**src/rtl/decode_pkg.sv**
```systemverilog
// Shared types for the RV32I decode stage: instruction formats, opcodes and
// the decoded bundle stored in the stage FIFO.
package decode_pkg;

   localparam int XLEN_P = 32;

   typedef enum logic [2:0] {
      T_R  = 3'd0,
      T_I  = 3'd1,
      T_S  = 3'd2,
      T_SB = 3'd3,
      T_UJ = 3'd4,
      T_U  = 3'd5
   } inst_t;

   localparam logic [6:0] OPC_OP     = 7'b0110011;
   localparam logic [6:0] OPC_OPIMM  = 7'b0010011;
   localparam logic [6:0] OPC_LOAD   = 7'b0000011;
   localparam logic [6:0] OPC_JALR   = 7'b1100111;
   localparam logic [6:0] OPC_STORE  = 7'b0100011;
   localparam logic [6:0] OPC_BRANCH = 7'b1100011;
   localparam logic [6:0] OPC_JAL    = 7'b1101111;
   localparam logic [6:0] OPC_LUI    = 7'b0110111;
   localparam logic [6:0] OPC_AUIPC  = 7'b0010111;

   typedef struct packed {
      inst_t             inst_type;
      logic [4:0]        rs1;
      logic [4:0]        rs2;
      logic [4:0]        rd;
      logic [XLEN_P-1:0] imm;
      logic [6:0]        opcode;
      logic [2:0]        funct3;
      logic [6:0]        funct7;
      logic              illegal;
   } decoded_t;

   // Legal funct3/funct7 pairs for the OP (register-register) opcode.
   function automatic logic r_legal(input logic [2:0] f3, input logic [6:0] f7,
                                    input logic muldiv);
      r_legal = (f7 == 7'b0000000) ||
                ((f7 == 7'b0100000) && ((f3 == 3'b000) || (f3 == 3'b101))) ||
                (muldiv && (f7 == 7'b0000001));
   endfunction

endpackage

```
**src/rtl/decode_comb.sv**
```systemverilog
// Purely combinational RV32I decoder: raw instruction to decoded_t bundle.
// Define DECODE_MULDIV_EN to accept the RV32M funct7=0000001 encodings.
module decode_comb
   import decode_pkg::*;
(
   input  logic [31:0] inst,
   output decoded_t    dec
);

`ifdef DECODE_MULDIV_EN
   localparam logic MULDIV = 1'b1;
`else
   localparam logic MULDIV = 1'b0;
`endif

   logic [2:0] f3;
   logic [6:0] f7;

   assign f3 = inst[14:12];
   assign f7 = inst[31:25];

   always_comb begin
      dec        = '0;
      dec.opcode = inst[6:0];
      dec.funct3 = f3;
      dec.funct7 = f7;
      case (inst[6:0])
         OPC_OP: begin
            dec.inst_type = T_R;
            dec.rs1       = inst[19:15];
            dec.rs2       = inst[24:20];
            dec.rd        = inst[11:7];
            dec.illegal   = ~r_legal(f3, f7, MULDIV);
         end
         OPC_OPIMM, OPC_LOAD, OPC_JALR: begin
            dec.inst_type = T_I;
            dec.rs1       = inst[19:15];
            dec.rd        = inst[11:7];
            dec.imm       = {{20{inst[31]}}, inst[31:20]};
            // shift immediates keep funct7 to tell SRLI from SRAI
            if (!((inst[6:0] == OPC_OPIMM) && ((f3 == 3'b001) || (f3 == 3'b101))))
               dec.funct7 = '0;
         end
         OPC_STORE: begin
            dec.inst_type = T_S;
            dec.rs1       = inst[19:15];
            dec.rs2       = inst[24:20];
            dec.imm       = {{20{inst[31]}}, inst[31:25], inst[11:7]};
            dec.funct7    = '0;
         end
         OPC_BRANCH: begin
            dec.inst_type = T_SB;
            dec.rs1       = inst[19:15];
            dec.rs2       = inst[24:20];
            dec.imm       = {{19{inst[31]}}, inst[31], inst[7], inst[30:25],
                             inst[11:8], 1'b0};
            dec.funct7    = '0;
         end
         OPC_JAL: begin
            dec.inst_type = T_UJ;
            dec.rd        = inst[11:7];
            dec.imm       = {{11{inst[31]}}, inst[31], inst[19:12], inst[20],
                             inst[30:21], 1'b0};
            dec.funct3    = '0;
            dec.funct7    = '0;
         end
         OPC_LUI, OPC_AUIPC: begin
            dec.inst_type = T_U;
            dec.rd        = inst[11:7];
            dec.imm       = {inst[31:12], 12'b0};
            dec.funct3    = '0;
            dec.funct7    = '0;
         end
         default: begin
            dec.inst_type = T_R;
            dec.illegal   = 1'b1;
         end
      endcase
   end

endmodule

```
**src/rtl/decode_stage.sv**
```systemverilog
// Registered RV32I decode stage with valid/ready handshake and a small FIFO of
// decoded bundles. Define DECODE_MULDIV_EN to treat RV32M encodings as legal.
module decode_stage
   import decode_pkg::*;
#(
   parameter int XLEN  = 32,
   parameter int DEPTH = 2,
   parameter int CNT_W = $clog2(DEPTH) + 1
) (
   input  logic             clk,
   input  logic             rst,
   input  logic             in_valid,
   output logic             in_ready,
   input  logic [31:0]      inst,
   input  logic             flush,
   output logic             out_valid,
   input  logic             out_ready,
   output logic [4:0]       rs1,
   output logic [4:0]       rs2,
   output logic [4:0]       rd,
   output logic [XLEN-1:0]  imm,
   output logic [2:0]       inst_type,
   output logic [19:0]      control_out,
   output logic             illegal,
   output logic [CNT_W-1:0] count
);

   localparam int PTR_W = (DEPTH > 1) ? $clog2(DEPTH) : 1;

   decoded_t         dec_p0;
   decoded_t         mem [DEPTH];
   decoded_t         head_p1;
   decoded_t         head_nx;
   logic [PTR_W-1:0] wr_ptr;
   logic [PTR_W-1:0] rd_ptr;
   logic [PTR_W-1:0] rd_ptr_nx;
   logic [CNT_W-1:0] cnt;
   logic [CNT_W-1:0] cnt_after_pop;
   logic             push;
   logic             pop;
   logic             load_head;

   // Stage 0: decode the incoming instruction
   decode_comb u_decode_comb (
      .inst (inst),
      .dec  (dec_p0)
   );

   assign in_ready  = ~rst & (cnt != CNT_W'(DEPTH));
   assign out_valid = (cnt != '0);
   assign push      = in_valid & in_ready;
   assign pop       = out_valid & out_ready;

   // The head register is reloaded with whatever will be at the front after
   // this edge; when the FIFO drains it keeps the last popped bundle.
   always_comb begin
      rd_ptr_nx     = pop ? rd_ptr + PTR_W'(1) : rd_ptr;
      cnt_after_pop = cnt - CNT_W'(pop);
      head_nx       = (cnt_after_pop == '0) ? dec_p0 : mem[rd_ptr_nx];
      load_head     = ~flush & (push | (cnt_after_pop != '0));
   end

   always_ff @(posedge clk) begin
      if (push && !flush)
         mem[wr_ptr] <= dec_p0;
   end

   always_ff @(posedge clk) begin
      if (rst || flush) begin
         wr_ptr <= '0;
         rd_ptr <= '0;
         cnt    <= '0;
      end else begin
         if (push)
            wr_ptr <= wr_ptr + PTR_W'(1);
         rd_ptr <= rd_ptr_nx;
         cnt    <= cnt + CNT_W'(push) - CNT_W'(pop);
      end
   end

   // Stage 1: head bundle presented to the consumer
   always_ff @(posedge clk) begin
      if (rst)
         head_p1 <= '0;
      else if (load_head)
         head_p1 <= head_nx;
   end

   assign rs1         = head_p1.rs1;
   assign rs2         = head_p1.rs2;
   assign rd          = head_p1.rd;
   assign imm         = head_p1.imm;
   assign inst_type   = head_p1.inst_type;
   assign control_out = {head_p1.inst_type, head_p1.opcode, head_p1.funct3, head_p1.funct7};
   assign illegal     = head_p1.illegal;
   assign count       = cnt;

endmodule

```
**config.mk**
```make
export PLATFORM = sky130hd
export DESIGN_NAME = decode_stage
export DESIGN_NICKNAME = d
export VERILOG_FILES = /design/src/rtl/decode_pkg.sv /design/src/rtl/decode_comb.sv /design/src/rtl/decode_stage.sv
export SDC_FILE = /design/constraint.sdc
export NUM_CORES = 1
export LEC_CHECK = 0
export ABC_AREA = 0
export ABC_CLOCK_PERIOD_IN_PS = 18800
export CAP_MARGIN = 20
export CORE_MARGIN = 5
export CORE_UTILIZATION = 45
export CTS_BUF_LIST = sky130_fd_sc_hd__clkbuf_8
export DETAILED_ROUTE_END_ITERATION = 10
export HOLD_SLACK_MARGIN = 0.15
export PLACE_DENSITY = 0.78
export SLEW_MARGIN = 15
export SYNTH_ARGS = -nofsm -noshare
export SYNTH_HDL_FRONTEND = slang
export SYNTH_HIERARCHICAL = 1
export SYNTH_SLANG_ARGS = --single-unit
export TNS_END_PERCENT = 10
```
**constraint.sdc**
```tcl
create_clock -name clk -period 18.8 [get_ports clk]
set_clock_uncertainty 0.15 [all_clocks]
set_input_delay 1.88 -clock clk [delete_from_list [all_inputs] [get_ports clk]]
set_output_delay 1.88 -clock clk [all_outputs]
set_load 0.005 [all_outputs]
```
**After elaboration in Yosys (flattened, before gate mapping)**

Memory sizes are Yosys's and may differ from the RTL's.
Index checks and enable logic that the tools add are counted.

- Memory bits (writable): 136
- Input port bits: 37
- Register bits after elaboration: 72
- Memories kept: 1

Memories:

| name | depth | width | rd ports | clocked after memory_dff | wr ports | RTL line | source |
|---|---|---|---|---|---|---|---|
| mem | 2 | 68 | 1 | 0 | 1 | decode_stage.sv:31 | `decoded_t mem [DEPTH];` |

- Add/subtract/negate cells: 5
- Bitwise gates (word level): 8
- Muxes and demuxes: 13
- Reductions and logical operators: 21
- Eq/ne operators: 13

Operator list:

| operator | count |
|---|---|
| case mux 32 bit (5 select lines) | 1 |
| two-way mux 68 bit | 1 |
| equality test 7 x 6 -> 1 bit (second input constant) | 4 |
| equality test 7 bit (second input constant) | 3 |
| two-way mux 5 bit | 3 |
| case mux 3 bit (5 select lines) | 1 |
| equality test 7 x 5 -> 1 bit (second input constant) | 2 |
| case mux 7 bit (2 select lines) | 1 |
| OR reduction 3 bit | 3 |
| OR reduction 8 bit | 1 |
| equality test 7 x 2 -> 1 bit (second input constant) | 1 |
| zero test 7 bit | 1 |
| two-way mux 7 bit | 1 |
| OR reduction 7 bit | 1 |
| OR reduction 6 bit | 1 |
| OR reduction 5 bit | 1 |
| AND 1 bit | 4 |
| logical OR 1 bit | 4 |
| nonzero test 2 bit | 2 |
| subtractor 2 x 1 -> 2 bit | 2 |
| equality test 3 x 1 -> 1 bit (second input constant) | 1 |
| equality test 3 bit (second input constant) | 1 |
| logical AND 1 bit | 3 |
| zero test 3 bit | 1 |
| other kinds (11) | 16 |

**Logic depth before layout (Yosys ltp)**

- Word-level depth: 7
- Mapped depth: 9
- Mapped depth without buffers: 8

**Cells and area by module**

Netlist, hierarchy kept.

Modules (own cells, without submodules):

| module | seq. area each (µm²) | area each (µm²) | instances | cells an instance |
|---|---|---|---|---|
| decode_stage | 5525.3 | 7439.6 | 1 | 548 |
| decode_comb | 0.0 | 813.3 | 1 | 122 |

**Worst setup path before layout**

Ideal clock, no wire load.

- Path kind: input to register
- From: in rst
- To: mem mem[1][0] in the netlist's numbering (enable)
- Path buffers: 0
- Cell stages on the path: 2
- Path slack: 10871 ps
- Data required time: 18057 ps
- Arrival: 7186 ps
- Cells stage by stage: a211o_1 -> nor3b_1

- Cells in the longest elaborated chain, start to end: 6

RTL lines:

| item | RTL line | source |
|---|---|---|
| start, declared | decode_stage.sv:11 | `input logic rst,` |
| NOT 1 bit | decode_stage.sv:49 | `assign in_ready = ~rst & (cnt != CNT_W'(DEPTH));` |
| AND 1 bit | decode_stage.sv:49 |  |
| AND 1 bit | decode_stage.sv:51 | `assign push = in_valid & in_ready;` |
| logical AND 1 bit | decode_stage.sv:64 | `if (push && !flush)` |
| two-way mux 1 bit | decode_stage.sv:64 |  |
| two-way mux 1 bit (implied by the code) | decode_stage.sv:65 | `mem[wr_ptr] <= dec_p0;` |
| end, declared | decode_stage.sv:31 |  |

Every way passes these cells.

**Final worst setup path**

- From: in rst
- To: out in_ready

- Cells in the longest elaborated chain, start to end: 2

RTL lines:

| item | RTL line | source |
|---|---|---|
| NOT 1 bit | decode_stage.sv:49 |  |
| AND 1 bit | decode_stage.sv:49 |  |
| end, declared | decode_stage.sv:13 | `output logic in_ready,` |

Every way passes these cells.

==> run summary <==
=================================================================================================
Shortest period the worst path allows                                                     5.16 ns
Total via count in the routed design                                                         5823
Starting utilization of the core area                                                       45.8%
Number of failing setup endpoints in the final timing report                                    0
Layer with the highest usage                                                                 met2
Sequential area share after synthesis                                                       66.9%
Worst setup slack before clock tree synthesis                                            13.64 ns
Number of global-route vias before repair                                                    5828
Area grow syn2layout                                                                        23.9%
Cts-stage hold buffer count                                                                     0
Number of H-tree levels                                                                         2
Number of top-level pins                                                                      112
Top-count cell post-synth                                                            sky130_fd_sc_hd__nand2_1
Total die area                                                                         21100 um^2
Detail-routed via count per cell                                                             5.65
Clk slew on worst S/H paths                                                               0.07 ns
Highest-delay cell along the critical path                                           sky130_fd_sc_hd__clkdlybuf4s50_1
Synthesized area per cell                                                               12.3 um^2
Wire length reported by the detailed router                                              20300 um
Post-Syn Nets                                                                                 709
Largest cells by area after synthesis                                                sky130_fd_sc_hd__edfxtp_1 (49%), sky130_fd_sc_hd__dfxtp_1 (17%), sky130_fd_sc_hd__a221o_1 (8.2%)
Iteration-0 DRC Markers                                                                       590
Count of warnings emitted by yosys                                                              6
Dpl cells                                                                                     965
Yosys top cell area share                                                                   49.5%
Detailed-placement wirelength estimate                                                   11800 um
Worst relative slew slack                                                                   34.1%
Site row count                                                                                 49
Nets@finish                                                                                   813
Source-to-sink clock delay at the later pin of the worst-skew pair                        0.51 ns
Placeable core region                                                                  18000 um^2
Total grt overflow                                                                              0
Crit-path cells                                                                      clkdlybuf4s50_1, a21oi_1, clkdlybuf4s50_1
Cell area after technology mapping                                                      8250 um^2
Max_cap viols                                                                                   0
Top cells by instance count after synthesis                                          sky130_fd_sc_hd__nand2_1 (142), sky130_fd_sc_hd__edfxtp_1 (136), sky130_fd_sc_hd__a21oi_1 (73), sky130_fd_sc_hd__dfxtp_1 (72), sky130_fd_sc_hd__a221o_1 (68)
Critical Path Sink Type                                                              primary output
Crit path top cell by count                                                          sky130_fd_sc_hd__clkdlybuf4s50_1
Global-route wire length before repair                                                   32200 um
ANT nets after route                                                                            0
Path class of the lowest-slack min-delay path                                             reg2reg
Maximum number of pins on one net before global-route repair                                   69
Outcome                                                                                 completed
Met1 track demand over resource in global routing                                           24.8%
Gates resized, CTS repair                                                                       0
CTS Buf Count                                                                                  35
Maximum root-to-sink buffer count                                                               3
Number of design rule violations left after detail routing                                      0
Power density relative to cell area                                                  96.5 nW/um^2
Final core occ                                                                              56.7%
Top cell type by total area after synthesis                                          sky130_fd_sc_hd__edfxtp_1
Dpl cell area                                                                           9470 um^2
Fin. Hold Viols                                                                                 0
Slew Limit Fails                                                                                0
CP required                                                                              16.77 ns
Proportion of synthesized flip-flops having asynchronous set or reset                          0%
All-Layer GR Usage                                                                          18.8%
Non-filler cells in the finished layout                                                      1030
Worst hold slack                                                                         0.335 ns
Leakage power of the design                                                               3.85 nW
Fraction of layout instances using a drive strength above 1                                 9.36%
Inserted Diodes                                                                                 0
Startpoint types                                                                       input port
Placer congestion estimate                                                                  0.832
Ys flop type                                                                         sky130_fd_sc_hd__edfxtp_1
Y dimension of the die                                                                     145 um
PnR Total Power                                                                            986 uW
Antenna violations before repair                                                                0
Met3 GRT Util                                                                               5.36%
Clock tree from TritonCTS                                                                     yes
Number of distinct library cell variants in the gate-level netlist after synthesis             45
Clock tree root driver cell                                                          sky130_fd_sc_hd__clkbuf_8
Class of the most critical setup path                                                      in2out
Number of flip-flops and latches in the synthesized netlist                                   208
Length of the first detailed-routing pass in iterations                                         5
Transition time at the pin with the least slew margin                                    0.988 ns
Area of all placed cells without fillers                                               10200 um^2
Achievable clock frequency                                                                194 MHz
Die Span X                                                                                 145 um
Sink Count                                                                                    208
Number of buffers added for setup after CTS                                                     0
CP peak stage delay                                                                       0.54 ns
Final setup slack of the worst path                                                      13.64 ns
VDD IR-drop max                                                                           64.3 uV
Critical path fanouts, max                                                                      7
WL per Instance                                                                           19.7 um
Mapped Cells                                                                                  670
Count of port buffers added during placement                                                  111
Crit share post-route                                                                       27.4%
Final-layout setup total negative slack                                                      0 ns
Met2 track utilization from global routing                                                  30.1%
Unrepaired setup endpoints after global routing                                                no
Data arrival time of the worst path                                                       3.13 ns
Post-synth EDFFs                                                                              136
=================================================================================================
## cell families (layout without fill, tap and decap cells)
| group | after synthesis | after routing | synth area share [%] |
|---|---|---|---|
| buffers and inverters | 61 | 192 | 3.93 |
| AND/OR/NAND/NOR | 212 | 212 | 12.0 |
| adder cells (fa/ha/maj) | 2 | 2 | 0.303 |
| XOR/XNOR | 7 | 7 | 0.743 |
| flip-flops | 208 | 208 | 66.9 |
| AO/OA/AOI/OAI | 180 | 180 | 16.1 |
## cell type report
| type | instances | area (um^2) |
|---|---|---|
| sequential | 208 | 5530 |
| tap | 229 | 287 |
| clock buffer | 41 | 564 |
| inverter | 9 | 33.8 |
| fill | 1465 | 7800 |
| multi-input combinational | 401 | 2460 |
| timing repair buffer | 119 | 1170 |
| clock inverter | 23 | 178 |
## path summary, 6_finish.rpt
kind | from | to | slack (ns) | cells past startpoint
worst max-delay path | rst | in_ready | 13.64 | 3
worst min-delay path | imm[19] | imm[19] | 0.34 | 1
worst max register to register | count[0] | mem[1][14] | 16.45 | 4
worst min register to register | imm[19] | imm[19] | 0.34 | 1
## where the power goes
| group | internal [mW] | switching (mW) |
|---|---|---|
| clock | 0.241 | 0.175 |
| sequential | 0.497 | 0.00520 |
| combinational | 0.0294 | 0.0386 |
## sequential cells by signal, summed over array words and instances, names as in the netlist
register,cells
rs1,5
control_out,17
imm,32
mem,136
illegal,1
inst_type,3
rd_ptr,1
wr_ptr,1
rs2,5
rd,5
count,2
## cells in the final DEF (no fill, tap or decap), types with 2 or more instances in the layout
master	count
sky130_fd_sc_hd__edfxtp_1	136
sky130_fd_sc_hd__xnor2_1	2
sky130_fd_sc_hd__nand2_1	142
sky130_fd_sc_hd__clkdlybuf4s50_1	111
sky130_fd_sc_hd__xor2_1	3
sky130_fd_sc_hd__and3_1	2
sky130_fd_sc_hd__nand3_1	2
sky130_fd_sc_hd__inv_1	21
sky130_fd_sc_hd__clkinv_2	3
sky130_fd_sc_hd__nor3_4	2
sky130_fd_sc_hd__a21oi_1	73
sky130_fd_sc_hd__or2_2	3
sky130_fd_sc_hd__o21ai_0	5
sky130_fd_sc_hd__clkbuf_8	41
sky130_fd_sc_hd__a221o_1	68
sky130_fd_sc_hd__a21o_1	20
sky130_fd_sc_hd__a31oi_1	2
sky130_fd_sc_hd__nor3_1	4
sky130_fd_sc_hd__nor3_2	2
sky130_fd_sc_hd__bufinv_16	3
sky130_fd_sc_hd__nor2_1	9
sky130_fd_sc_hd__dfxtp_1	72
sky130_fd_sc_hd__nor2b_1	23
sky130_fd_sc_hd__clkinv_1	3
sky130_fd_sc_hd__ha_1	2
sky130_fd_sc_hd__and2_1	12
sky130_fd_sc_hd__a22o_1	4
sky130_fd_sc_hd__buf_4	8
## worst max-delay path, delay by kind of cell
kind            cells  cell delay [ns]
compound gates      1             0.18
buf+inv             2             1.07
## routing by layer
layer,vias up,part of all wire (%)
li1,2689,-
met1,2872,42
met2,224,48
met3,38,7.6
met4,0,2.2
met5,-,0
Note: power is estimated with default switching activity, not from simulation.
